### src/rtl/fetch_queue_unit.sv
// fetch_queue_unit: fetch PC, credit-limited imem requests, in-order response queue to decode.
// Optional TRIREME_FETCH_MISALIGN_EN adds fetch_misaligned and stalls fetch on unaligned redirects.
module fetch_queue_unit #(
  parameter int CORE = 0,
  parameter int DATA_WIDTH = 32,
  parameter int ADDRESS_BITS = 32,
  parameter logic [ADDRESS_BITS-1:0] RESET_PC = '0,
  parameter int QUEUE_DEPTH = 4
) (
  input  logic                    clock,
  input  logic                    reset,
  input  logic                    redirect,
  input  logic [ADDRESS_BITS-1:0] redirect_target,
  output logic                    imem_req_valid,
  input  logic                    imem_req_ready,
  output logic [ADDRESS_BITS-1:0] imem_req_addr,
  input  logic                    imem_rsp_valid,
  input  logic [DATA_WIDTH-1:0]   imem_rsp_data,
  output logic                    inst_valid,
  input  logic                    inst_ready,
  output logic [ADDRESS_BITS-1:0] PC,
  output logic [DATA_WIDTH-1:0]   instruction,
`ifdef TRIREME_FETCH_MISALIGN_EN
  output logic                    fetch_misaligned,
`endif
  input  logic                    scan
);
  localparam int CW = $clog2(QUEUE_DEPTH + 1);
  localparam int AW = $clog2(QUEUE_DEPTH);
  logic [ADDRESS_BITS-1:0] fetch_pc, rsp_pc, target;
  logic [CW-1:0] outstanding, drop, count;
  logic [AW-1:0] wr_ptr, rd_ptr;
  logic [ADDRESS_BITS-1:0] pc_q [QUEUE_DEPTH];
  logic [DATA_WIDTH-1:0] data_q [QUEUE_DEPTH];
  logic misaligned, req_fire, push, pop, unused_bits;
`ifdef TRIREME_FETCH_MISALIGN_EN
  assign target = redirect_target;
  always_ff @(posedge clock or posedge reset)
    if (reset) misaligned <= 1'b0;
    else if (redirect) misaligned <= redirect_target[1:0] != 2'b00;
  assign fetch_misaligned = misaligned;
`else
  assign target = {redirect_target[ADDRESS_BITS-1:2], 2'b00};
  assign misaligned = 1'b0;
`endif
  assign unused_bits = ^{scan, redirect_target[1:0], CORE != 0};
  // Credits cover both queued and in-flight words, so the queue can never overflow
  assign imem_req_valid = !reset && !redirect && !misaligned &&
                          ({1'b0, outstanding} + {1'b0, count} < (CW+1)'(QUEUE_DEPTH));
  assign imem_req_addr = fetch_pc;
  assign req_fire = imem_req_valid && imem_req_ready;
  assign push = imem_rsp_valid && drop == '0 && !redirect;
  assign inst_valid = count != '0;
  assign pop = inst_valid && inst_ready;
  assign PC = inst_valid ? pc_q[rd_ptr] : '0;
  assign instruction = inst_valid ? data_q[rd_ptr] : DATA_WIDTH'(32'h00000013);
  always_ff @(posedge clock or posedge reset)
    if (reset) begin
      fetch_pc <= RESET_PC;
      rsp_pc <= RESET_PC;
      outstanding <= '0;
      drop <= '0;
      count <= '0;
      wr_ptr <= '0;
      rd_ptr <= '0;
    end else begin
      outstanding <= outstanding + CW'(req_fire) - CW'(imem_rsp_valid);
      if (redirect) begin
        fetch_pc <= target;
        rsp_pc <= target;
        drop <= outstanding - CW'(imem_rsp_valid);
        count <= '0;
        wr_ptr <= '0;
        rd_ptr <= '0;
      end else begin
        if (req_fire) fetch_pc <= fetch_pc + ADDRESS_BITS'(4);
        if (imem_rsp_valid && drop != '0) drop <= drop - CW'(1);
        if (push) rsp_pc <= rsp_pc + ADDRESS_BITS'(4);
        if (push) wr_ptr <= wr_ptr + AW'(1);
        if (pop) rd_ptr <= rd_ptr + AW'(1);
        count <= count + CW'(push) - CW'(pop);
      end
    end
  always_ff @(posedge clock)
    if (push) begin
      pc_q[wr_ptr] <= rsp_pc;
      data_q[wr_ptr] <= imem_rsp_data;
    end
endmodule

### config.mk
export PLATFORM = sky130hd
export DESIGN_NAME = fetch_queue_unit
export DESIGN_NICKNAME = d
export VERILOG_FILES = /design/src/rtl/fetch_queue_unit.sv
export SDC_FILE = /design/constraint.sdc
export NUM_CORES = 1
export LEC_CHECK = 0
export CORE_MARGIN = 2
export CORE_UTILIZATION = 50
export CTS_BUF_LIST = sky130_fd_sc_hd__clkbuf_4 sky130_fd_sc_hd__clkbuf_8 sky130_fd_sc_hd__clkbuf_16
export DETAILED_ROUTE_END_ITERATION = 12
export PLACE_DENSITY = 0.79
export SLEW_MARGIN = 0
export SYNTH_ARGS = -nofsm -noshare
export SYNTH_HDL_FRONTEND = slang
export SYNTH_SLANG_ARGS = --single-unit
### constraint.sdc
create_clock -name clock -period 4.5 [get_ports clock]
set_clock_uncertainty 0.1 [all_clocks]
set_input_delay 1.125 -clock clock [delete_from_list [all_inputs] [get_ports clock]]
set_output_delay 1.125 -clock clock [all_outputs]
set_load 0.05 [all_outputs]
---- Word level (Yosys, flattened, before mapping) ----
Memories as Yosys holds them, arrays and structs flattened.
Index checks and enable logic that the tools add are counted.
word-level totals
  bits in registers ....................... 77
  word-level logic and storage cells ...... 52
  memories ................................ 2
  memory bits (writable) .................. 256
cells by class
  add/subtract/negate cells ............... 11
  multiplexer cells ....................... 15
  $lt $le $gt $ge ......................... 1
  reduce and logical (&&, ||, !) cells .... 16
memory list
  name    depth  bits a word  read ports  clocked after Yosys merged registers in  wr ports  RTL line  RTL
  data_q  4      32           1           0                                        1         34        logic [DATA_WIDTH-1:0] data_q [QUEUE_DEPTH];
  pc_q    4      32           1           0                                        1         33        logic [ADDRESS_BITS-1:0] pc_q [QUEUE_DEPTH];
operator list
  operator               count
  $mux 32                6
  $add 32x3->32 const B  2
  $mux 3                 3
  $sub 3x1->3            3
  $mux 2                 4
  $reduce_bool 2->1      4
  $logic_and 1x1->1      7
  $add 3x1->3            2
  $reduce_bool 3->1      2
  $add 2x1->2 const B    2
  $add 3x3->4            1
  $lt 4x3->1 const B     1
  $logic_not 3->1        1
  $sub 3x1->3 const B    1
  $logic_not 1->1        2
  $mux 1                 2

---- Depth between registers and ports, before layout ----
  word-level depth ........................ 6
  mapped depth ............................ 13

---- Worst setup path after synthesis ----
No wires, ideal clock.
  path type ............................... input to register
  from .................................... input port imem_rsp_valid
  to ...................................... memory data_q[0][0] (enable)
  data arrival time ....................... 3,113 ps
  stages on the path ...................... 3
  library setup time ...................... 427 ps
  path buffers ............................ 1
  setup slack ............................. 861 ps
  cell sequence ........................... and3b_1 > clkbuf_1 > and3_1
on the way
  longest elaborated chain between the ends .. 4
RTL lines
  what                            RTL line  RTL
  start: declaration              17        input logic imem_rsp_valid,
  $logic_and 1x1->1 (2 in a row)  52        assign push = imem_rsp_valid && drop == '0 && !redirect;
  $mux 1                          85        if (push) begin
  $mux 1 (not written as such)    87        data_q[wr_ptr] <= imem_rsp_data;
  end: declaration                34
No other way between the ends.

---- Worst setup path after layout ----
  from .................................... register rd_ptr[0]
  to ...................................... output port instruction[0]
on the way
  longest elaborated chain between the ends .. 2
RTL lines
  what                      RTL line  RTL
  start: declaration        32        logic [AW-1:0] wr_ptr, rd_ptr;
  start signal: assignment  80        if (pop) rd_ptr <= rd_ptr + AW'(1);
  $mem_v2 4x32              -
  $mux 32                   56        assign instruction = inst_valid ? data_q[rd_ptr] : DATA_WIDTH'(32'h00000013);
  end: declaration          22        output logic [DATA_WIDTH-1:0] instruction,
No other way between the ends.

==> results.rst <==
.. list-table::
   :header-rows: 1

   * - Metric
     - Value
   * - Area after detailed placement
     - approximately 16,000 µm²
   * - Fillers
     - 1,944
   * - Post-detailed-placement half-perimeter wirelength
     - 17,350 µm
   * - Number of top-level pins
     - 169
   * - Number of antenna violations at the first check in global routing
     - 0
   * - Horiz. Die Dim
     - 169.6 µm
   * - Fraction of final layout cells with drive strength greater than 1
     - 21.90%
   * - Seq pwr share
     - 37.8%
   * - Final worst setup slack
     - between 0.4 and 0.5 ns
   * - Post-synthesis cell count
     - ~860
   * - Count of flip-flops with a built-in enable after synthesis
     - ~250
   * - Congestion Overflow GR
     - 0
   * - Vias after detailed routing
     - 7,874
   * - Result of the run
     - finished clean
   * - Post-synthesis sequential element count
     - roughly 320
   * - Register-to-register setup slack
     - ~1.2 ns
   * - Sw Ratio
     - 34.59%
   * - Worst setup slack before clock tree synthesis
     - 0.9143 ns
   * - Number of input and output port buffers inserted
     - approximately 160
   * - Cell Rows
     - 60
   * - Share of power burned in the clock network
     - between 20% and 30%
   * - Wire length after detailed routing
     - 27,370 µm
   * - Maximum vdd drop
     - around 0.3 mV
   * - Crit path cell chain
     - mux4_2 > or2_2 > clkdlybuf4s50_1
   * - Largest driver fanout on the critical path
     - 22
   * - Count of endpoints failing hold in the final timing report
     - 0
   * - Mean instance size in the synthesized netlist
     - 16.03 µm²
   * - Post-cts gate resize count
     - 0
   * - Count of endpoints failing setup in the final report
     - 0
   * - Clock tree buffer depth
     - 3
   * - Layout area overhead
     - 21.75%
   * - Max_cap viols
     - 0
   * - Initial Utilization
     - between 50% and 60%
   * - Placer Congestion
     - around 0.85
   * - Type of the tightest min-delay check
     - register to register
   * - Buffer cell driving the clock tree root
     - sky130_fd_sc_hd__clkbuf_16
   * - Post-route design area
     - roughly 17,000 µm²
   * - Detail-routed via count per cell
     - around 5.7
   * - Stage delay of the slowest cell on the critical path
     - around 0.73 ns
   * - Endpoint of the worst register-to-register path
     - count[2]$_DFF_PP0_
   * - Leakage power of the design
     - 5.879 nW
   * - Min cycle time layout
     - ~4 ns
   * - Most used DFF post-synth
     - sky130_fd_sc_hd__edfxtp_1
   * - Average wire per standard cell
     - just under 20 µm
   * - H-tree lvl count
     - 2
   * - Vertical extent of the die
     - about 170 µm
   * - Critical Path Stages
     - 3
   * - Part of the total power dissipated in combinational logic
     - 33.3%
   * - Endpoint of the most critical setup path
     - instruction[0]
   * - Sequential cell area in the final layout
     - ~9300 µm²
   * - Worst Setup Start Kind
     - register
   * - Crit Reg-Reg Startpoint
     - count[1]$_DFF_PP0_
   * - Worst Setup End Kind
     - output pin
   * - Clk sinks
     - around 320
   * - Net count of the finished layout
     - around 1.1k
   * - Number of CTS-inserted buffers
     - 34
   * - Hold buffer count at cts
     - 0
   * - Launching element of the worst setup path
     - rd_ptr[0]$_DFFE_PP0P_
   * - Number of global-route vias before repair
     - around 7.9k
   * - Setup repair after global routing missed its margin
     - false
   * - Arrival time of data at the critical path endpoint
     - between 2 and 3 ns
   * - Internal portion of total power
     - 0.006265 W
   * - DRC violation count after routing
     - 0
   * - Remaining antenna violation count
     - 0
   * - Clk Latency, worst-skew pair
     - slightly above 0.5 ns
   * - TritonCTS clock tree
     - done
   * - Sw Pwr
     - 0.003313 W
   * - Count of distinct cell types in the synthesized netlist
     - 56
   * - Ys Warns
     - 0
   * - Cell with the largest stage delay on the worst path
     - sky130_fd_sc_hd__clkdlybuf4s50_1
   * - Sequential share of the synthesized area
     - 67.67%
   * - Post-synth top area share
     - 54.34%
   * - Final sum of negative setup slack
     - 0 ns
   * - Combined area of all synthesized cells
     - approximately 14,000 µm²
   * - Initial DRC Count
     - 528
   * - Area of the core
     - about 27,000 µm²
   * - Worst Path Buf+Inv
     - 1
   * - Length in cells of the worst reg-to-reg path
     - 11
   * - Power per unit of standard cell area
     - ~570 nW/µm²
   * - Clock edge transition at the registers on the reported setup and hold paths
     - roughly 0.06 ns
   * - Req. time, crit path
     - 3.27 ns
   * - GRT Overall Usage
     - between 10% and 20%
   * - Dominant cells by area after synthesis
     - sky130_fd_sc_hd__edfxtp_1 54%, sky130_fd_sc_hd__dfrtp_1 13%, sky130_fd_sc_hd__mux4_2 10%, sky130_fd_sc_hd__and2_1 2.7%, sky130_fd_sc_hd__xnor2_1 1.9%
   * - Headroom to the max-slew limit
     - a little over two fifths
   * - Cell type contributing the most total cell area after synthesis
     - sky130_fd_sc_hd__edfxtp_1
   * - Crit path kind
     - register to output pin
   * - Largest net degree at the start of global routing
     - 63
   * - Fmax achieved
     - around 250 MHz
   * - Slew at the pin closest to its max-slew limit
     - 0.8531 ns
   * - Area of the die
     - roughly 29,000 µm²
   * - Share of synthesized flip-flops with an asynchronous set or reset
     - between 20% and 30%
   * - Number of setup buffers added after CTS
     - 0
   * - Critical path's top delay family
     - buffers and inverters
   * - Ratio of final minimum period to clock period
     - about nine tenths
   * - Wire length of the first global-routing pass
     - 43,040 µm
   * - Max Slew Vio Count
     - 0
   * - Pre-Repair DR Iteration Count
     - 5
   * - Area used by multi-input combinational logic
     - ~4100 µm²
   * - Worst hold stages
     - 1
## flip-flops by register name, indices dropped and copies added, names as in the netlist, 3 cells and up
signal and count:
pc_q 120, rsp_pc 30, outstanding 3, drop 3
count 3, imem_req_addr 30, data_q 128
## layer usage
metal / vias up / routed length, µm / GRT usage, %
li1: 3610 / - / -
met1: 3948 / 11950 / 26.61
met2: 274 / 13330 / 32.72
met3: 42 / 1659 / 3.312
met4: 0 / 425 / 4.868
met5: - / 0 / 0
## per-stage QoR
step           power [W]  hold WS [ns]  utilization (%)  instances
2_1_floorplan   0.005931        0.3952                -        858
3_3_place_gp    0.006877        0.4236            57.72       1331
3_5_place_dp    0.006911        0.4251            57.72       1331
4_1_cts         0.009690        0.4390            61.90       1391
5_1_grt         0.009987        0.4893            61.90       1391
6_report        0.009578        0.4376            61.91       1392
## cell type report
class | instances | area share, %
sequential | 321 | 55.61
multi-input combinational | 465 | 24.69
timing repair buffer | 178 | 9.794
clock buffer | 50 | 6.172
tap | 341 | 2.557
inverter | 26 | 0.5849
clock inverter | 10 | 0.5774
antenna | 1 | 0.01500
## cells by family (layout without fill, tap and decap cells)
family	after synthesis	after routing	synth area share (%)
AOI/OAI and AO/OA	81	81	3.816
xor gates and xnor gates	46	46	2.940
adders and majority gates	18	18	1.753
buffers and inverters	72	264	2.392
DFF	321	321	67.67
muxes	70	70	10.83
other	1	5	0.02736
and+or+nand+nor	246	246	10.57
## Yosys cell counts, types with 6 or more instances
| cell type | instances |
|---|---|
| sky130_fd_sc_hd__a21oi_1 | 10 |
| sky130_fd_sc_hd__dfrtp_1 | 73 |
| sky130_fd_sc_hd__xor2_1 | 17 |
| sky130_fd_sc_hd__nand2_1 | 57 |
| sky130_fd_sc_hd__buf_2 | 12 |
| sky130_fd_sc_hd__nor3_1 | 8 |
| sky130_fd_sc_hd__o211ai_1 | 12 |
| sky130_fd_sc_hd__and2_1 | 60 |
| sky130_fd_sc_hd__mux4_2 | 62 |
| sky130_fd_sc_hd__nand4_1 | 15 |
| sky130_fd_sc_hd__edfxtp_1 | 248 |
| sky130_fd_sc_hd__nor2_1 | 24 |
| sky130_fd_sc_hd__inv_1 | 25 |
| sky130_fd_sc_hd__o21ai_1 | 10 |
| sky130_fd_sc_hd__o21ai_0 | 22 |
| sky130_fd_sc_hd__ha_1 | 16 |
| sky130_fd_sc_hd__clkbuf_1 | 23 |
| sky130_fd_sc_hd__xnor2_1 | 29 |
| sky130_fd_sc_hd__nor4_1 | 8 |
| sky130_fd_sc_hd__o311ai_0 | 11 |
| sky130_fd_sc_hd__mux2_2 | 6 |
| sky130_fd_sc_hd__and3_1 | 12 |
| sky130_fd_sc_hd__nand3_1 | 26 |
## power groups by stage
stage	logic [W]	registers, W	clock network [W]
4_1_cts	0.00324	0.00362	0.00283
6_report	0.00319	0.00362	0.00277
3_5_place_dp	0.00323	0.00368	0
3_3_place_gp	0.00321	0.00367	0
2_1_floorplan	0.00224	0.00369	0
5_1_grt	0.00339	0.00366	0.00294
## worst register-to-register path, delay by kind of cell, from the launching register on
family | cells | cell delay [ns]
DFF | 1 | 0.45
adders and majority gates | 3 | 0.81
and+or+nand+nor | 3 | 1.04
buffers and inverters | 4 | 0.58
xor gates and xnor gates | 1 | 0.17
## placed cells by master (no fill, tap or decap), drive strengths merged, types with 4 or more instances in the layout
master / count
clkdlybuf4s50: 100
and3: 12
o211ai: 12
nand4: 15
nand2: 57
mux2: 6
a21boi: 6
o21ai: 32
nor4: 14
o311ai: 11
edfxtp: 248
a21oi: 10
dfrtp: 73
nor2: 24
buf: 78
clkinv: 8
xor2: 17
and4: 4
xnor2: 29
mux4: 62
or2: 4
conb: 4
nand3: 29
ha: 16
clkbuf: 50
or4: 5
inv: 26
nor3: 9
and2: 60
## worst min path at each step
stage / start / end / slack (ns)
2_1_floorplan: rsp_pc[31]$_DFFE_PP0N_ / pc_q[0][31]$_DFFE_PP_ / 0.40
3_3_place_gp: outstanding[0]$_DFF_PP0_ / outstanding[0]$_DFF_PP0_ / 0.42
3_5_place_dp: outstanding[0]$_DFF_PP0_ / outstanding[0]$_DFF_PP0_ / 0.43
4_1_cts: outstanding[0]$_DFF_PP0_ / outstanding[0]$_DFF_PP0_ / 0.44
5_1_grt: outstanding[0]$_DFF_PP0_ / outstanding[0]$_DFF_PP0_ / 0.49
6_report: outstanding[0]$_DFF_PP0_ / outstanding[0]$_DFF_PP0_ / 0.44
Note: power is estimated with default switching activity, not from simulation.
